`src/rtl/axi4_lite_slave_write_responder_if.sv`:
```
// AXI4-Lite write-channel bundle (AW, W, B) shared by the master driver and
// the slave responder.
interface axi4_lite_slave_write_responder_if #(
  parameter int ADDRESS_WIDTH = 32,
  parameter int DATA_WIDTH    = 32
);
  logic [ADDRESS_WIDTH-1:0]  awaddr;
  logic [2:0]                awprot;
  logic                      awvalid;
  logic                      awready;
  logic [DATA_WIDTH-1:0]     wdata;
  logic [DATA_WIDTH/8-1:0]   wstrb;
  logic                      wvalid;
  logic                      wready;
  logic [1:0]                bresp;
  logic                      bvalid;
  logic                      bready;

  modport master (
    output awaddr, awprot, awvalid, wdata, wstrb, wvalid, bready,
    input  awready, wready, bresp, bvalid
  );

  modport slave (
    input  awaddr, awprot, awvalid, wdata, wstrb, wvalid, bready,
    output awready, wready, bresp, bvalid
  );
endinterface

```
`src/rtl/axi4_lite_slave_write_responder.sv`:
```
// AXI4-Lite slave write responder: independent AW and W acceptance FSMs with a
// programmable ready delay, one outstanding write, address decode into a small
// word-addressed register file and a registered B response.
module axi4_lite_slave_write_responder #(
  parameter int                       ADDRESS_WIDTH   = 32,
  parameter int                       DATA_WIDTH      = 32,
  parameter int                       DELAY_WIDTH     = 4,
  parameter int                       MAX_DELAY_VALUE = 15,
  parameter int                       NUM_REGS        = 16,
  parameter logic [ADDRESS_WIDTH-1:0] BASE_ADDR       = {ADDRESS_WIDTH{1'b0}}
) (
  input  logic                        aclk,
  input  logic                        areset,
  input  logic [DELAY_WIDTH-1:0]      delayForReadyCfg,
  axi4_lite_slave_write_responder_if.slave axi,
  input  logic [$clog2(NUM_REGS)-1:0] dbgIdx,
  output logic [DATA_WIDTH-1:0]       dbgData
);

  localparam int IDX_W  = $clog2(NUM_REGS);
  localparam int STRB_W = DATA_WIDTH / 8;
  localparam int WORD_W = ADDRESS_WIDTH - 2;

  // The ceiling can never exceed what the config field can express.
  localparam int DELAY_CAP = (MAX_DELAY_VALUE > ((2 ** DELAY_WIDTH) - 1)) ?
                             ((2 ** DELAY_WIDTH) - 1) : MAX_DELAY_VALUE;
  localparam logic [DELAY_WIDTH-1:0] DELAY_CAP_C  = DELAY_WIDTH'(DELAY_CAP);
  localparam logic [DELAY_WIDTH-1:0] DELAY_ZERO_C = {DELAY_WIDTH{1'b0}};
  localparam logic [DELAY_WIDTH-1:0] DELAY_ONE_C  = DELAY_WIDTH'(1);
  localparam logic [WORD_W-1:0]      NUM_REGS_C   = WORD_W'(NUM_REGS);
  localparam logic [IDX_W-1:0]       IDX_ZERO_C   = {IDX_W{1'b0}};

  localparam logic [1:0] RESP_OKAY   = 2'b00;
  localparam logic [1:0] RESP_SLVERR = 2'b10;
  localparam logic [1:0] RESP_DECERR = 2'b11;

  typedef enum logic [1:0] {
    ST_IDLE  = 2'd0,
    ST_DELAY = 2'd1,
    ST_READY = 2'd2,
    ST_HELD  = 2'd3
  } chan_state_e;

  // AW channel state and payload
  chan_state_e              aw_state_q, aw_state_d;
  logic [DELAY_WIDTH-1:0]   aw_cnt_q, aw_cnt_d;
  logic                     aw_ready_q, aw_ready_d;
  logic [ADDRESS_WIDTH-1:0] aw_addr_q, aw_addr_d;
  logic                     aw_nonsec_q, aw_nonsec_d;

  // W channel state and payload
  chan_state_e              w_state_q, w_state_d;
  logic [DELAY_WIDTH-1:0]   w_cnt_q, w_cnt_d;
  logic                     w_ready_q, w_ready_d;
  logic [DATA_WIDTH-1:0]    w_data_q, w_data_d;
  logic [STRB_W-1:0]        w_strb_q, w_strb_d;

  // B channel and storage
  logic                     bvalid_q, bvalid_d;
  logic [1:0]               bresp_q, bresp_d;
  logic [DATA_WIDTH-1:0]    regs_q [NUM_REGS];
  logic [DATA_WIDTH-1:0]    regs_d [NUM_REGS];

  // Decode / control
  logic [DELAY_WIDTH-1:0]   delay_sel_s;
  logic                     b_hs_s;
  logic                     commit_s;
  logic [WORD_W-1:0]        word_off_s;
  logic [IDX_W-1:0]         idx_s;
  logic                     misaligned_s;
  logic                     out_of_range_s;
  logic                     secure_viol_s;
  logic [1:0]               resp_s;
  logic                     wr_en_s;

  assign delay_sel_s = (delayForReadyCfg > DELAY_CAP_C) ? DELAY_CAP_C : delayForReadyCfg;
  assign b_hs_s      = bvalid_q & axi.bready;
  // Commit exactly once: both payloads held and no response pending yet.
  assign commit_s    = (aw_state_q == ST_HELD) && (w_state_q == ST_HELD) && !bvalid_q;

  // Word offset from the base; BASE_ADDR is expected to be word aligned.
  assign word_off_s     = aw_addr_q[ADDRESS_WIDTH-1:2] - BASE_ADDR[ADDRESS_WIDTH-1:2];
  assign idx_s          = word_off_s[IDX_W-1:0];
  assign misaligned_s   = (aw_addr_q[1:0] != 2'b00);
  assign out_of_range_s = (aw_addr_q < BASE_ADDR) || (word_off_s >= NUM_REGS_C);
  assign secure_viol_s  = (idx_s == IDX_ZERO_C) && aw_nonsec_q;

  assign axi.awready = aw_ready_q;
  assign axi.wready  = w_ready_q;
  assign axi.bvalid  = bvalid_q;
  assign axi.bresp   = bresp_q;
  assign dbgData     = regs_q[dbgIdx];

  // AW acceptance FSM: delay, raise ready, latch address, hold until B done.
  always_comb begin
    aw_state_d  = aw_state_q;
    aw_cnt_d    = aw_cnt_q;
    aw_addr_d   = aw_addr_q;
    aw_nonsec_d = aw_nonsec_q;
    case (aw_state_q)
      ST_IDLE: begin
        if (axi.awvalid) begin
          aw_cnt_d   = delay_sel_s;
          aw_state_d = (delay_sel_s == DELAY_ZERO_C) ? ST_READY : ST_DELAY;
        end else begin
          aw_cnt_d   = DELAY_ZERO_C;
        end
      end
      ST_DELAY: begin
        if (!axi.awvalid) begin
          aw_cnt_d   = DELAY_ZERO_C;
          aw_state_d = ST_IDLE;
        end else begin
          aw_cnt_d   = aw_cnt_q - DELAY_ONE_C;
          aw_state_d = (aw_cnt_q == DELAY_ONE_C) ? ST_READY : ST_DELAY;
        end
      end
      ST_READY: begin
        if (axi.awvalid && aw_ready_q) begin
          aw_addr_d   = axi.awaddr;
          aw_nonsec_d = axi.awprot[1];
          aw_state_d  = ST_HELD;
        end else if (!axi.awvalid) begin
          aw_state_d  = ST_IDLE;
        end else begin
          aw_state_d  = ST_READY;
        end
      end
      ST_HELD: begin
        if (b_hs_s) begin
          aw_state_d = ST_IDLE;
        end else begin
          aw_state_d = ST_HELD;
        end
      end
      default: begin
        aw_state_d = ST_IDLE;
        aw_cnt_d   = DELAY_ZERO_C;
      end
    endcase
    aw_ready_d = (aw_state_d == ST_READY);
  end

  // W acceptance FSM: same protocol as AW, latching data and strobes.
  always_comb begin
    w_state_d = w_state_q;
    w_cnt_d   = w_cnt_q;
    w_data_d  = w_data_q;
    w_strb_d  = w_strb_q;
    case (w_state_q)
      ST_IDLE: begin
        if (axi.wvalid) begin
          w_cnt_d   = delay_sel_s;
          w_state_d = (delay_sel_s == DELAY_ZERO_C) ? ST_READY : ST_DELAY;
        end else begin
          w_cnt_d   = DELAY_ZERO_C;
        end
      end
      ST_DELAY: begin
        if (!axi.wvalid) begin
          w_cnt_d   = DELAY_ZERO_C;
          w_state_d = ST_IDLE;
        end else begin
          w_cnt_d   = w_cnt_q - DELAY_ONE_C;
          w_state_d = (w_cnt_q == DELAY_ONE_C) ? ST_READY : ST_DELAY;
        end
      end
      ST_READY: begin
        if (axi.wvalid && w_ready_q) begin
          w_data_d  = axi.wdata;
          w_strb_d  = axi.wstrb;
          w_state_d = ST_HELD;
        end else if (!axi.wvalid) begin
          w_state_d = ST_IDLE;
        end else begin
          w_state_d = ST_READY;
        end
      end
      ST_HELD: begin
        if (b_hs_s) begin
          w_state_d = ST_IDLE;
        end else begin
          w_state_d = ST_HELD;
        end
      end
      default: begin
        w_state_d = ST_IDLE;
        w_cnt_d   = DELAY_ZERO_C;
      end
    endcase
    w_ready_d = (w_state_d == ST_READY);
  end

  // Response decode; alignment beats range, range beats protection.
  always_comb begin
    resp_s  = RESP_OKAY;
    wr_en_s = 1'b0;
    if (misaligned_s) begin
      resp_s = RESP_SLVERR;
    end else if (out_of_range_s) begin
      resp_s = RESP_DECERR;
    end else if (secure_viol_s) begin
      resp_s = RESP_SLVERR;
    end else begin
      resp_s  = RESP_OKAY;
      wr_en_s = 1'b1;
    end
  end

  // Byte-lane merge of the held write data into the addressed register.
  always_comb begin
    regs_d = regs_q;
    if (commit_s && wr_en_s) begin
      for (int i = 0; i < STRB_W; i++) begin
        if (w_strb_q[i]) begin
          regs_d[idx_s][8*i +: 8] = w_data_q[8*i +: 8];
        end else begin
          regs_d[idx_s][8*i +: 8] = regs_q[idx_s][8*i +: 8];
        end
      end
    end else begin
      regs_d = regs_q;
    end
  end

  // B channel: raise on commit, hold stable until bready, then clear.
  always_comb begin
    bvalid_d = bvalid_q;
    bresp_d  = bresp_q;
    if (commit_s) begin
      bvalid_d = 1'b1;
      bresp_d  = resp_s;
    end else if (b_hs_s) begin
      bvalid_d = 1'b0;
      bresp_d  = RESP_OKAY;
    end else begin
      bvalid_d = bvalid_q;
      bresp_d  = bresp_q;
    end
  end

  // State, payload and register-file storage; reset discards everything.
  always_ff @(posedge aclk or posedge areset) begin
    if (areset) begin
      aw_state_q  <= ST_IDLE;
      aw_cnt_q    <= DELAY_ZERO_C;
      aw_ready_q  <= 1'b0;
      aw_addr_q   <= {ADDRESS_WIDTH{1'b0}};
      aw_nonsec_q <= 1'b0;
      w_state_q   <= ST_IDLE;
      w_cnt_q     <= DELAY_ZERO_C;
      w_ready_q   <= 1'b0;
      w_data_q    <= {DATA_WIDTH{1'b0}};
      w_strb_q    <= {STRB_W{1'b0}};
      bvalid_q    <= 1'b0;
      bresp_q     <= RESP_OKAY;
      for (int r = 0; r < NUM_REGS; r++) begin
        regs_q[r] <= {DATA_WIDTH{1'b0}};
      end
    end else begin
      aw_state_q  <= aw_state_d;
      aw_cnt_q    <= aw_cnt_d;
      aw_ready_q  <= aw_ready_d;
      aw_addr_q   <= aw_addr_d;
      aw_nonsec_q <= aw_nonsec_d;
      w_state_q   <= w_state_d;
      w_cnt_q     <= w_cnt_d;
      w_ready_q   <= w_ready_d;
      w_data_q    <= w_data_d;
      w_strb_q    <= w_strb_d;
      bvalid_q    <= bvalid_d;
      bresp_q     <= bresp_d;
      regs_q      <= regs_d;
    end
  end

endmodule

```
`src/flat_wrapper.sv`:
```
// flat-port wrapper written by rule: the top's interface ports become plain ports
module axi4_lite_slave_write_responder_flat 
#(
  parameter int                       ADDRESS_WIDTH   = 32,
  parameter int                       DATA_WIDTH      = 32,
  parameter int                       DELAY_WIDTH     = 4,
  parameter int                       MAX_DELAY_VALUE = 15,
  parameter int                       NUM_REGS        = 16,
  parameter logic [ADDRESS_WIDTH-1:0] BASE_ADDR       = {ADDRESS_WIDTH{1'b0}}
)
  (aclk, areset, delayForReadyCfg, dbgIdx, dbgData, axi_awaddr, axi_awprot, axi_awvalid, axi_wdata, axi_wstrb, axi_wvalid, axi_bready, axi_awready, axi_wready, axi_bresp, axi_bvalid);
  axi4_lite_slave_write_responder_if #(.ADDRESS_WIDTH(ADDRESS_WIDTH), .DATA_WIDTH(DATA_WIDTH)) axi_i ();
  input  logic aclk;
  input  logic areset;
  input  logic [DELAY_WIDTH-1:0] delayForReadyCfg;
  input  logic [$clog2(NUM_REGS)-1:0] dbgIdx;
  output logic [DATA_WIDTH-1:0] dbgData;
  input wire logic [$bits(axi_i.awaddr)-1:0] axi_awaddr;
  input wire logic [$bits(axi_i.awprot)-1:0] axi_awprot;
  input wire logic [$bits(axi_i.awvalid)-1:0] axi_awvalid;
  input wire logic [$bits(axi_i.wdata)-1:0] axi_wdata;
  input wire logic [$bits(axi_i.wstrb)-1:0] axi_wstrb;
  input wire logic [$bits(axi_i.wvalid)-1:0] axi_wvalid;
  input wire logic [$bits(axi_i.bready)-1:0] axi_bready;
  output wire logic [$bits(axi_i.awready)-1:0] axi_awready;
  output wire logic [$bits(axi_i.wready)-1:0] axi_wready;
  output wire logic [$bits(axi_i.bresp)-1:0] axi_bresp;
  output wire logic [$bits(axi_i.bvalid)-1:0] axi_bvalid;
  assign axi_i.awaddr = axi_awaddr;
  assign axi_i.awprot = axi_awprot;
  assign axi_i.awvalid = axi_awvalid;
  assign axi_i.wdata = axi_wdata;
  assign axi_i.wstrb = axi_wstrb;
  assign axi_i.wvalid = axi_wvalid;
  assign axi_i.bready = axi_bready;
  assign axi_awready = axi_i.awready;
  assign axi_wready = axi_i.wready;
  assign axi_bresp = axi_i.bresp;
  assign axi_bvalid = axi_i.bvalid;
  axi4_lite_slave_write_responder #(.ADDRESS_WIDTH(ADDRESS_WIDTH), .DATA_WIDTH(DATA_WIDTH), .DELAY_WIDTH(DELAY_WIDTH), .MAX_DELAY_VALUE(MAX_DELAY_VALUE), .NUM_REGS(NUM_REGS), .BASE_ADDR(BASE_ADDR)) u_core (.aclk(aclk), .areset(areset), .delayForReadyCfg(delayForReadyCfg), .axi(axi_i), .dbgIdx(dbgIdx), .dbgData(dbgData));
endmodule
```
`config.mk`:
```
export PLATFORM = sky130hd
export DESIGN_NAME = axi4_lite_slave_write_responder_flat
export DESIGN_NICKNAME = d
export VERILOG_FILES = /design/src/rtl/axi4_lite_slave_write_responder_if.sv /design/src/rtl/axi4_lite_slave_write_responder.sv /design/src/flat_wrapper.sv
export SDC_FILE = /design/constraint.sdc
export NUM_CORES = 1
export LEC_CHECK = 0
export CAP_MARGIN = 30
export CORE_MARGIN = 4
export CORE_UTILIZATION = 40
export CTS_CLUSTER_DIAMETER = 150
export CTS_CLUSTER_SIZE = 16
export DETAILED_ROUTE_END_ITERATION = 10
export PLACE_DENSITY_LB_ADDON = 0.12
export SLEW_MARGIN = 5
export SYNTH_ARGS = -nofsm -noshare
export SYNTH_HDL_FRONTEND = slang
export SYNTH_SLANG_ARGS = --single-unit
```
`constraint.sdc`:
```
create_clock -name aclk -period 30 [get_ports aclk]
set_clock_uncertainty 0.1 [all_clocks]
set_input_delay 3 -clock aclk [delete_from_list [all_inputs] [get_ports aclk]]
set_output_delay 3 -clock aclk [all_outputs]
set_load 0.02 [all_outputs]
```
==> results of run 1 <==
synth_stat cells (9+ instances only):
master,number,area (µm²)
nand3_1,13,65.1
a22oi_1,64,480
nor2_1,9,33.8
nand2_1,18,67.6
mux2_2,582,6550
a21o_1,33,248
clkbuf_1,43,161
a21oi_1,40,200
mux4_2,288,6490
buf_2,95,475
dfrtp_1,598,15000
buf_1,31,116
critical path, cell delays in order:
cell and delay (ps):
clkbuf_8 620, buf_4 760, buf_4 690, mux4_2 610, mux4_2 540, clkdlybuf4s50_1 570
flip-flops by register name (all words and copies together) (netlist names), 2 cells and up:
name	flops
u_core.aw_addr_q	32
u_core.axi.bresp	2
u_core.w_strb_q	4
u_core.w_state_q	2
u_core.regs_q	512
u_core.w_data_q	32
u_core.w_cnt_q	4
u_core.aw_cnt_q	4
u_core.aw_state_q	2
through the flow:
stage / std cells / cell area, µm²
global route: 2901 / 33800
global placement: 2845 / 32400
detailed placement: 2852 / 32600
CTS: 2900 / 33700
floorplan: 1900 / 30500
finish: 2901 / 33800
metal layers:
layer / wire length, µm / GRT usage [%] / share of wire, %
met5: 0 / 0 / 0
met4: 2230 / 5.63 / 2.7
met3: 3670 / 2.84 / 4.4
met2: 41400 / 34.9 / 49
met1: 36800 / 29.1 / 44
path summary, 6_finish.rpt:
kind	depth (start not counted)	startpoint	endpoint
setup / recovery	6	dbgIdx[0]	dbgData[23]
hold / removal	2	u_core.w_cnt_q[1]$_DFFE_PP0P_	u_core.w_cnt_q[1]$_DFFE_PP0P_
setup reg to reg	6	u_core.aw_addr_q[2]$_DFFE_PP0P_	u_core.regs_q[57]$_DFFE_PP0P_
hold reg to reg	2	u_core.w_cnt_q[1]$_DFFE_PP0P_	u_core.w_cnt_q[1]$_DFFE_PP0P_
max in group asynchronous	5	areset	u_core.regs_q[145]$_DFFE_PP0P_
min in group asynchronous	2	areset	u_core.w_data_q[30]$_DFFE_PP0P_
placed cells by master, fill, tap and decap left out, types with 3 or more instances in the layout:
cell type	n
a21oi_1	40
o22ai_1	3
a22o_1	6
a21o_1	33
mux2_2	582
mux4_2	288
dfrtp_1	596
inv_1	7
buf_16	7
nand4_1	3
nor2b_1	6
clkbuf_16	45
buf_4	37
a22oi_1	64
nor2_1	8
nor3_2	3
nand2_1	18
clkdlybuf4s50_1	114
ha_1	4
nand3_2	11
mux2i_1	3
o21ai_0	8
nor4_1	8
area by class of cell:
type	count	area [µm²]	share of cell area, %
timing repair buffer	164	1700	5.02
tap	969	1210	3.59
clock buffer	47	1130	3.36
multi-input combinational	1114	14700	43.6
inverter	8	37.5	0.111
clock inverter	1	11.3	0.0333
sequential	598	15000	44.3
power by group through the flow:
| stage | Combinational [W] | Sequential [W] | Clock, W |
|---|---|---|---|
| after floorplan | 0.000244 | 0.000890 | 0 |
| after global placement | 0.000314 | 0.000943 | 0 |
| after detailed placement | 0.000318 | 0.000943 | 0 |
| after CTS | 0.000319 | 0.000927 | 0.000575 |
| after global routing | 0.000341 | 0.000934 | 0.000602 |
| final | 0.000316 | 0.000926 | 0.000551 |
kinds of logic (layout without fill, tap and decap cells):
group,count (synthesis),count (layout),share of synthesized area [%]
mux,873,873,42.9
flops,598,598,49.1
buf+inv,188,220,2.94
compound gates,161,161,3.60
simple gates,76,76,1.30
fa+ha+maj,4,4,0.164
==> summary.md, run 1 <==
| Metric | Value |
|---|---|
| Run status | `finished clean` |
| Mapped Nets | `1988` |
| NetSw | `0.000545 W` |
| Final Cycle Share | `33.3%` |
| Iter 0 DRT Violations | `1115` |
| Diode count | `0` |
| Slew headroom | `34.2%` |
| Postcts setup bufs | `0` |
| Synthesized flop and latch total | `598` |
| Maximum vdd drop | `0.0475 mV` |
| Gr usage total | `21.0%` |
| Fill count | `6527` |
| Total Wirelength | `84100 µm` |
| Vias in the first global route | `19257` |
| Int Pwr | `0.00125 W` |
| Reg power frac | `51.6%` |
| First-pass GRT wire length | `127000 µm` |
| Ys flop type | `dfrtp_1` |
| Final worst setup slack | `20000 ps` |
| Cell area after synthesis | `30500 µm²` |
| WP data arrival | `6900 ps` |
| Worst Path Required | `26900 ps` |
| P per Cell Area | `53.1 nW/µm²` |
| Ys async rst share | `100%` |
| Clock Sinks | `598` |
| Mapped Cells | `1900` |
| Worst Setup Start Kind | `primary input` |
| CP Capture Type | `output pin` |
| Post-Place Setup Slack | `19870 ps` |
| Layout cells sized above 1 | `51.1%` |
| Final net count | `2017` |
| DIE WIDTH | `284 µm` |
| Post-layout min period | `10000 ps` |
| Measured slew at the worst slew-check pin | `987 ps` |
| Worst skew pair latency | `590 ps` |
| Clock-pin slew on the worst setup and hold paths | `70 ps` |
| Vias/cell | `6.16` |
| Clock buffer depth | `3` |
| Power Total | `0.00179 W` |
| TritonCTS Buffers | `43` |
| H-Tree Depth | `2` |
| Vias post-DR | `17868` |
| EDFF count, synth | `0` |
| PortBufs | `118` |
| Congestion Overflow GR | `0` |
| Initial core utilization | `40.7%` |
| Comb pwr share | `17.6%` |
| GPL Wtd Cong | `0.742` |
| Post-synthesis sequential area ratio | `49.1%` |
| ANT nets after route | `0` |
| Flop2flop setup slack | `25710 ps` |
| RSZ-0062 raised after global routing | `false` |
| Final Hold Viols | `0` |
| # hold bufs at CTS | `0` |
| Post-route DRC violation count | `0` |
| FMAX | `100 MHz` |
| Core region area | `74900 µm²` |
| Switching Share | `30.4%` |
| Max-cap viol count | `0` |
| Crit path max fanout | `61` |
| Die area | `80700 µm²` |
| Clock Power Share | `30.7%` |
| Hold Crit Class | `reg2reg` |
| CTS Root Cell | `clkbuf_16` |
| Post_cts resized | `0` |
| Die height | `284 µm` |
| Syn-to-layout area delta | `10.8%` |
| Cell Rows | `100` |
| Distinct cell type count after synthesis | `38` |
| Final TNS setup | `0 ps` |
| Slew Viols, Final | `0` |
| HPWL after detailed placement | `46500 µm` |
| CP Class | `in2out` |
| Avg Cell Area, Syn | `16.0 µm²` |
| Ports | `121` |
| Initial antenna violation count | `0` |
| CTS tree | `yes` |
| Drt first pass iters | `5` |
| Final count of negative-setup-slack endpoints | `0` |
| Worst Hold Slack | `406 ps` |
| Post-Route Utilization | `45.1%` |
| Leakage | `15.4 nW` |
| Routed len/inst | `29.0 µm` |
| Largest net degree at the start of global routing | `154` |
| Synth Warn # | `0` |
No activity file was read; power rests on OpenSTA's default activity.
==> inputs of run 2 (changes only) <==
==> constraint.sdc (replaced) <==
create_clock -name aclk -period 9.8 [get_ports aclk]
set_clock_uncertainty 0.1 [all_clocks]
set_input_delay 0.98 -clock aclk [delete_from_list [all_inputs] [get_ports aclk]]
set_output_delay 0.98 -clock aclk [all_outputs]
set_load 0.02 [all_outputs]
==> summary.md, run 2 (same netlist as run 1, synthesis figures left out) <==
| Metric | Value |
|---|---|
| Run status | `finished clean` |
| CTS tree | `yes` |
| Vias in the first global route | `19275 (+0.093%)` |
| Vias/cell | `6.07 (-1.4%)` |
| Final Hold Viols | `0 (unchanged)` |
| Most frequent cells in the layout | `dfrtp_1 (596), mux2_2 (582), mux4_2 (288)` |
| Total Wirelength | `83500 µm (-0.75%)` |
| GPL Wtd Cong | `0.750 (+1.2%)` |
| Largest register by flop count | `u_core.regs_q` |
| Initial core utilization | `40.7% (unchanged)` |
| Critical path startpoint | `dbgIdx[0]` |
| Worst Path Required | `8720 ps (-18180 ps)` |
| Core region area | `74900 µm² (unchanged)` |
| Die area | `80700 µm² (unchanged)` |
| Slew headroom | `30.3% (-3.9 points)` |
| Clock buffer depth | `3 (unchanged)` |
| Postcts setup bufs | `0 (unchanged)` |
| WP data arrival | `4080 ps (-2820 ps)` |
| Largest net degree at the start of global routing | `164 (+6.5%)` |
| Routed len/inst | `28.8 µm (-0.79%)` |
| TritonCTS Buffers | `43 (unchanged)` |
| Congestion Overflow GR | `0 (unchanged)` |
| Gr usage total | `20.8% (-0.13 points)` |
| Biggest regs | `u_core.regs_q: 512 flops, u_core.aw_addr_q: 32 flops, u_core.w_data_q: 32 flops` |
| Max-cap viol count | `0 (unchanged)` |
| Final Cycle Share | `52.7%` |
| Clock-pin slew on the worst setup and hold paths | `70 ps (about the same)` |
| RSZ-0062 raised after global routing | `false` |
| Hold Crit Class | `reg2reg` |
| First-pass GRT wire length | `127000 µm (-0.26%)` |
| Flop2flop setup slack | `5620 ps (-20090 ps)` |
| R2R depth | `6 (unchanged)` |
| Vias post-DR | `17625 (-1.4%)` |
| Syn-to-layout area delta | `10.8% (about the same)` |
| Cell Rows | `100 (unchanged)` |
| Die height | `284 µm (unchanged)` |
| Initial antenna violation count | `0 (unchanged)` |
| Measured slew at the worst slew-check pin | `1050 ps (+58.9 ps)` |
| CP Class | `in2out` |
| RR Endpoint | `u_core.regs_q[391]$_DFFE_PP0P_` |
| Final count of negative-setup-slack endpoints | `0 (unchanged)` |
| Diode count | `0 (unchanged)` |
| Layout cells sized above 1 | `51.2% (about the same)` |
| CTS Root Cell | `clkbuf_16` |
| PortBufs | `118 (unchanged)` |
| CP endpoint | `dbgData[31]` |
| Final net count | `2018 (+0.050%)` |
| Ports | `121 (unchanged)` |
| ANT nets after route | `0 (unchanged)` |
| # hold bufs at CTS | `0 (unchanged)` |
| FMAX | `194 MHz` |
| Worst skew pair latency | `590 ps (about the same)` |
| Post-route DRC violation count | `0 (unchanged)` |
| Reg2reg start | `u_core.aw_addr_q[3]$_DFFE_PP0P_` |
| CP Capture Type | `output pin` |
| Maximum vdd drop | `0.144 mV (+200%)` |
| Final TNS setup | `0 ps (unchanged)` |
| Slew Viols, Final | `0 (unchanged)` |
| Iter 0 DRT Violations | `1117 (+0.18%)` |
| H-Tree Depth | `2 (unchanged)` |
| HPWL after detailed placement | `46700 µm (+0.33%)` |
| Post_cts resized | `0 (unchanged)` |
| Most common cell after layout, fill and taps aside | `dfrtp_1` |
| Drt first pass iters | `5 (unchanged)` |
| DIE WIDTH | `284 µm (unchanged)` |
| Leakage | `15.4 nW (about the same)` |
| Worst Setup Start Kind | `primary input` |
| Crit path max fanout | `49 (-20%)` |
| Post-Route Utilization | `45.0% (about the same)` |
| Post-layout min period | `5160 ps` |
| Clock Sinks | `598 (unchanged)` |
| P per Cell Area | `163 nW/µm² (+210%)` |
| Max reg flops | `512 (unchanged)` |
run 2: layout make-up:
type                            instances  area (µm²)
Sequential cell                       598       15000
Fill cell                            6482       41200
Multi-Input combinational cell       1114       14700
Clock buffer                           47        1130
Inverter                                8        33.8
Timing Repair Buffer                  165        1680
Clock inverter                          1        11.3
Tap cell                              969        1210
run 2: worst min-delay path by stage:
| stage | end | slack [ps] | from | depth (start not counted) |
|---|---|---|---|---|
| after global placement | u_core.aw_addr_q[22]$_DFFE_PP0P_ | 390 | u_core.aw_addr_q[22]$_DFFE_PP0P_ | 1 |
| after detailed placement | u_core.w_data_q[12]$_DFFE_PP0P_ | 390 | u_core.w_data_q[12]$_DFFE_PP0P_ | 1 |
| final | u_core.aw_addr_q[27]$_DFFE_PP0P_ | 410 | u_core.aw_addr_q[27]$_DFFE_PP0P_ | 1 |
| after global routing | u_core.w_data_q[12]$_DFFE_PP0P_ | 430 | u_core.w_data_q[12]$_DFFE_PP0P_ | 1 |
| after CTS | u_core.aw_addr_q[30]$_DFFE_PP0P_ | 410 | u_core.aw_addr_q[30]$_DFFE_PP0P_ | 1 |
| after floorplan | u_core.w_cnt_q[1]$_DFFE_PP0P_ | 360 | u_core.w_cnt_q[1]$_DFFE_PP0P_ | 2 |
run 2: power breakdown:
group / switching, W / internal (W) / leakage (nW)
Sequential: 0.000242 / 0.00261 / 8.32
Clock: 0.000874 / 0.000817 / 0.563
Combinational: 0.000558 / 0.000397 / 6.52
run 2: metal layers:
layer | vias to the layer above | routed length [µm] | GRT usage, %
li1 | 7451 | - | -
met1 | 9698 | 36000 | 28.4
met2 | 363 | 42000 | 35.5
met3 | 113 | 3560 | 2.90
met4 | 0 | 2000 | 5.27
met5 | - | 0 | 0
run 2: through the flow:
step | instances | setup WS [ps] | hold slack [ps] | total power, W | cell area [µm²]
2_1_floorplan | 1900 | 565 | 365 | 0.00347 | 30500
3_3_place_gp | 2847 | 4350 | 392 | 0.00384 | 32400
3_5_place_dp | 2849 | 4370 | 394 | 0.00386 | 32500
4_1_cts | 2897 | 4370 | 412 | 0.00558 | 33600
5_1_grt | 2902 | 4460 | 425 | 0.00576 | 33800
6_report | 2902 | 4640 | 411 | 0.00549 | 33800
run 2: worst max-delay path, stage by stage:
cell             delay (ps)
clkbuf_8                540
buf_4                   750
mux4_2                  600
mux4_2                  570
clkdlybuf4s50_1         580
==> inputs of run 3 (changes only) <==
==> constraint.sdc (replaced) <==
create_clock -name aclk -period 4.9 [get_ports aclk]
set_clock_uncertainty 0.1 [all_clocks]
set_input_delay 0.49 -clock aclk [delete_from_list [all_inputs] [get_ports aclk]]
set_output_delay 0.49 -clock aclk [all_outputs]
set_load 0.02 [all_outputs]
==> summary.md, run 3 (same netlist as run 1, synthesis figures left out) <==
| Metric | Value |
|---|---|
| GPL Wtd Cong | `0.762 (+1.5%)` |
| R2R depth | `5 (-1)` |
| Reg2reg start | `u_core.aw_addr_q[3]$_DFFE_PP0P_` |
| Final worst setup slack | `1220 ps (-3420 ps)` |
| Most frequent cells in the layout | `dfrtp_1 (596), mux2_2 (582), mux4_2 (288)` |
| Clock-pin slew on the worst setup and hold paths | `70 ps (about the same)` |
| Cell Rows | `100 (unchanged)` |
| FMAX | `272 MHz` |
| Post-route cell area | `33900 µm² (+0.48%)` |
| Core region area | `74900 µm² (unchanged)` |
| Max reg flops | `512 (unchanged)` |
| RSZ-0062 raised after global routing | `false` |
| Total Wirelength | `83500 µm (about the same)` |
| CTS tree | `yes` |
| Largest register by flop count | `u_core.regs_q` |
| Post-Place Setup Slack | `1180 ps (-3200 ps)` |
| Postcts setup bufs | `0 (unchanged)` |
| Layout cells sized above 1 | `51.3% (+0.10 points)` |
| Power Total | `0.0110 W (+100%)` |
| Initial antenna violation count | `0 (unchanged)` |
| Met2 GRT Util | `35.6% (+0.15 points)` |
| Vias/cell | `6.11 (+0.59%)` |
| Flop2flop setup slack | `1320 ps (-4300 ps)` |
| Ports | `121 (unchanged)` |
| First-pass GRT wire length | `127000 µm (about the same)` |
| Diode count | `0 (unchanged)` |
| Biggest regs | `u_core.regs_q: 512 flops, u_core.aw_addr_q: 32 flops, u_core.w_data_q: 32 flops` |
| Final net count | `2022 (+0.20%)` |
| CP Class | `in2out` |
| TritonCTS Buffers | `43 (unchanged)` |
| Post-layout min period | `3680 ps` |
| Area of placed instances | `32800 µm² (+0.90%)` |
| PortBufs | `118 (unchanged)` |
| Final count of negative-setup-slack endpoints | `0 (unchanged)` |
| Vias in the first global route | `19335 (+0.31%)` |
| CTS Root Cell | `clkbuf_16` |
| CP Capture Type | `output pin` |
| Vias post-DR | `17753 (+0.73%)` |
| Measured slew at the worst slew-check pin | `968 ps (-77.8 ps)` |
| Top Usage Layer GRT | `met2` |
| Worst Hold Slack | `305 ps (-106 ps)` |
| Critical Path Slowest Stage Cell | `clkdlybuf4s50_1` |
| Post_cts resized | `0 (unchanged)` |
| Leakage | `15.5 nW (+0.51%)` |
| Iter 0 DRT Violations | `1050 (-6.0%)` |
| Top cell by count, worst path | `mux4_2` |
| Congestion Overflow GR | `0 (unchanged)` |
| Clock Sinks | `598 (unchanged)` |
| DIE WIDTH | `284 µm (unchanged)` |
| Syn-to-layout area delta | `11.3%` |
| Post-route DRC violation count | `0 (unchanged)` |
| Fill count | `6550 (+1.0%)` |
| Gr usage total | `20.7% (-0.074 points)` |
| Hold Crit Class | `in2async` |
| Worst Setup Start Kind | `primary input` |
| Final Hold Viols | `0 (unchanged)` |
| Crit path max fanout | `44 (-10%)` |
| Post-Route Utilization | `45.3% (+0.22 points)` |
| ANT nets after route | `0 (unchanged)` |
| WP data arrival | `3090 ps (-990 ps)` |
| Die height | `284 µm (unchanged)` |
| Routed len/inst | `28.8 µm (about the same)` |
| Initial core utilization | `40.7% (unchanged)` |
| Met1 Use GR | `28.3% (-0.055 points)` |
| RR Endpoint | `u_core.regs_q[429]$_DFFE_PP0P_` |
| HPWL after detailed placement | `47500 µm (+1.9%)` |
| Maximum vdd drop | `0.254 mV (+77%)` |
| Clock buffer depth | `3 (unchanged)` |
| Max incr delay on CP | `580 ps (-170 ps)` |
| Crit-path cells | `clkbuf_8 > buf_12 > mux4_2 > mux4_2 > clkdlybuf4s50_1` |
| Met3 GRT Util | `2.52% (-0.38 points)` |
| Die area | `80700 µm² (unchanged)` |
| Slew Viols, Final | `0 (unchanged)` |
| Largest net degree at the start of global routing | `150 (-8.5%)` |
| Run status | `finished clean` |
| Most common cell after layout, fill and taps aside | `dfrtp_1` |
| Slew headroom | `35.5% (+5.2 points)` |
| P per Cell Area | `323 nW/µm² (+99%)` |
| Max-cap viol count | `0 (unchanged)` |
| Drt first pass iters | `5 (unchanged)` |
| # hold bufs at CTS | `0 (unchanged)` |
| Worst Path Required | `4310 ps (-4410 ps)` |
| Worst skew pair latency | `590 ps (about the same)` |
| Final Cycle Share | `75.0%` |
| H-Tree Depth | `2 (unchanged)` |
-- run 3: cell types whose count changed in the layout (fill, tap and decap cells not counted), sizes merged --
cell	change
buf	+4
-- run 3: per-stage QoR --
step / cells / setup TNS (ps)
2_1_floorplan: 1900 / -2299460
6_report: 2906 / 0
5_1_grt: 2906 / 0
3_5_place_dp: 2858 / 0
3_3_place_gp: 2857 / 0
4_1_cts: 2906 / 0
-- run 3: worst max path at each step --
stage / cells past startpoint / slack (ps) / from / endpoint
2_1_floorplan: 1 / -3850 / areset / u_core.aw_addr_q[0]$_DFFE_PP0P_
3_3_place_gp: 5 / 1170 / dbgIdx[0] / dbgData[13]
3_5_place_dp: 5 / 1180 / dbgIdx[0] / dbgData[13]
4_1_cts: 5 / 1180 / dbgIdx[0] / dbgData[13]
5_1_grt: 5 / 1110 / dbgIdx[0] / dbgData[13]
6_report: 5 / 1220 / dbgIdx[0] / dbgData[20]
-- run 3: final cells by class --
class / instances / area [µm²] / share of cell area [%]
Timing Repair Buffer: 169 / 1840 / 5.44
Tap cell: 969 / 1210 / 3.57
Inverter: 8 / 33.8 / 0.0996
Multi-Input combinational cell: 1114 / 14700 / 43.4
Clock inverter: 1 / 11.3 / 0.0332
Sequential cell: 598 / 15000 / 44.1
Clock buffer: 47 / 1130 / 3.34
-- run 3: critical path: cells and delay by family --
kind,cells,cell delay [ps]
mux,2,1100
buf+inv,3,1380
-- run 3: per-layer routing --
metal | wire (µm) | part of all wire (%) | vias to the layer above
li1 | - | - | 7483
met1 | 36500 | 44 | 9828
met2 | 42200 | 51 | 339
met3 | 2910 | 3.5 | 103
met4 | 1940 | 2.3 | 0
met5 | 0 | 0 | -
-- run 3: where the power goes --
part	switching, W	internal [W]	total, W
clock network	0.00174	0.00163	0.00337
logic	0.00118	0.000795	0.00197
registers	0.000408	0.00521	0.00562
total	0.00332	0.00764	0.0110
==> RTL change, RTL diff (flow settings as in run 3) <==
Register the output `dbgData`, without a reset; this adds one clock of latency there. The other outputs are not delayed to match.
--- a/src/rtl/axi4_lite_slave_write_responder.sv
+++ b/src/rtl/axi4_lite_slave_write_responder.sv
@@ -89,7 +89,9 @@
   assign axi.wready  = w_ready_q;
   assign axi.bvalid  = bvalid_q;
   assign axi.bresp   = bresp_q;
-  assign dbgData     = regs_q[dbgIdx];
+  always_ff @(posedge aclk) begin
+    dbgData <= regs_q[dbgIdx];
+  end
 
   // AW acceptance FSM: delay, raise ready, latch address, hold until B done.
   always_comb begin
Function: not settled (the Yosys comparison gave no result); the edit may change what the design does.
==> RTL change against run 3 <==
  * Setup slack lost 100 ps
  * Non-clock buffer count shrank 2
  * Power grew 9.3%
  * Register-to-register slack lost 200 ps
  * Area after synthesis grew 2.1%
  * Combinational power grew 23%
  * Sequential cell count grew 32
  * Fmax shrank 2.8%
  * Synthesized cell count grew 1.7%
  * Final area grew 2.5%
  * Wire length shrank 1.2%
  * Via count grew 1.1%
  * Sequential power grew 4.1%
  * Largest cell class unchanged
==> RTL change: results (changes against run 3) <==
Critical Path Fanout Max 17 (-61%); vias post-DR 17950 (+1.1%); vias in the first global route 19550 (+1.1%); Fill cells 6841 (+4.4%); via/cell ratio 5.904 (-3.4%); CP max stage delay 850 ps (+270 ps); met1 wire length 36.01 mm (-1.3%); FF-to-FF path depth 6 (+1); fin crit share 77.14% (+2.1 points); slew margin rel. 37.72% (+2.2 points); GR met1 Demand/Resource 28.10% (-0.23 points); CP arrival 4150 ps (+1060 ps); kind of cell adding the most delay to the critical path simple AND/OR/NAND/NOR gates; status complete, no violations; GRT Util Overall 20.33% (-0.42 points); first-pass GRT wire length 126.7 mm (about the same); Setup Slack @ Placement 1028 ps (-148.5 ps); sequential area share after synthesis 50.15% (+1.0 points); Synth async-reset ratio 94.92% (-5.1 points); Avg Inst Size Synth 16.11 um2 (+0.42%); total CTS buffers 45 (+4.7%); largest net degree at the start of global routing 147 (-2.0%); R2R Setup Slk 1120 ps (-200 ps); GP Congestion 0.7419 (-2.6%); IO buf count 118 (unchanged); CP Capture Point u_core.regs_q[105]; LEAKAGE 15.76 nW (+1.9%); met3 wire length 3.897 mm (+34%); drt first-iter violations 1152 (+9.7%); Yosys cell types 42 (+11%); multi-input logic area 14730 um2 (+0.12%); highest-delay cell along the critical path nand3_2; worst vdd ir 0.0003925 V (+54%); DP Area 33430 um2 (+2.0%); Post-DP HPWL 47.18 mm (-0.73%); leading post-synthesis cells by cell area dfrtp_1 48%, mux2_2 21%, mux4_2 21%; drt first pass iters 5 (unchanged); layout cells sized above 1 49.78% (-1.5 points); Nets 2054 (+1.6%); initial antenna violation count 1 (+1); Net Count, Synth 2020 (+1.6%); M2 GR Usage 34.18% (-1.4 points); top layer in use met5; Synth top cells by count 598 x dfrtp_1, 581 x mux2_2, 288 x mux4_2; Worst Setup SP u_core.aw_state_q[1]; Post-Route WL 82.50 mm (-1.2%)
## RTL change: changes by cell type after synthesis, sizes merged
| cell | change |
|---|---|
| buf | -25 |
| dfxtp | +32 |
| clkbuf | +25 |
## RTL change: cells by family after synthesis
family | synth area share (%)
DFF | 50.15
adders and majority gates | 0.1608
muxes | 42.00
buffers and inverters | 2.859
AOI/OAI and AO/OA | 3.526
and+or+nand+nor | 1.307
## RTL change: cell type report
type	instances	share of cell area, %
Multi-Input combinational cell	1114	42.38
Clock inverter	2	0.05761
Sequential cell	630	44.93
Timing Repair Buffer	167	5.048
Clock buffer	80	3.741
Tap cell	1040	3.745
Inverter	8	0.09722
## RTL change: worst register-to-register path: cells and delay by family, from the launching register on
kind | cells | cell delay, ps
flops | 1 | 600
simple gates | 4 | 2170
mux | 1 | 310
buf+inv | 1 | 480
## RTL change: power by group
part           switching (mW)  internal (mW)
registers               0.379           5.47
clock network            1.90           1.81
logic                    1.48          0.951
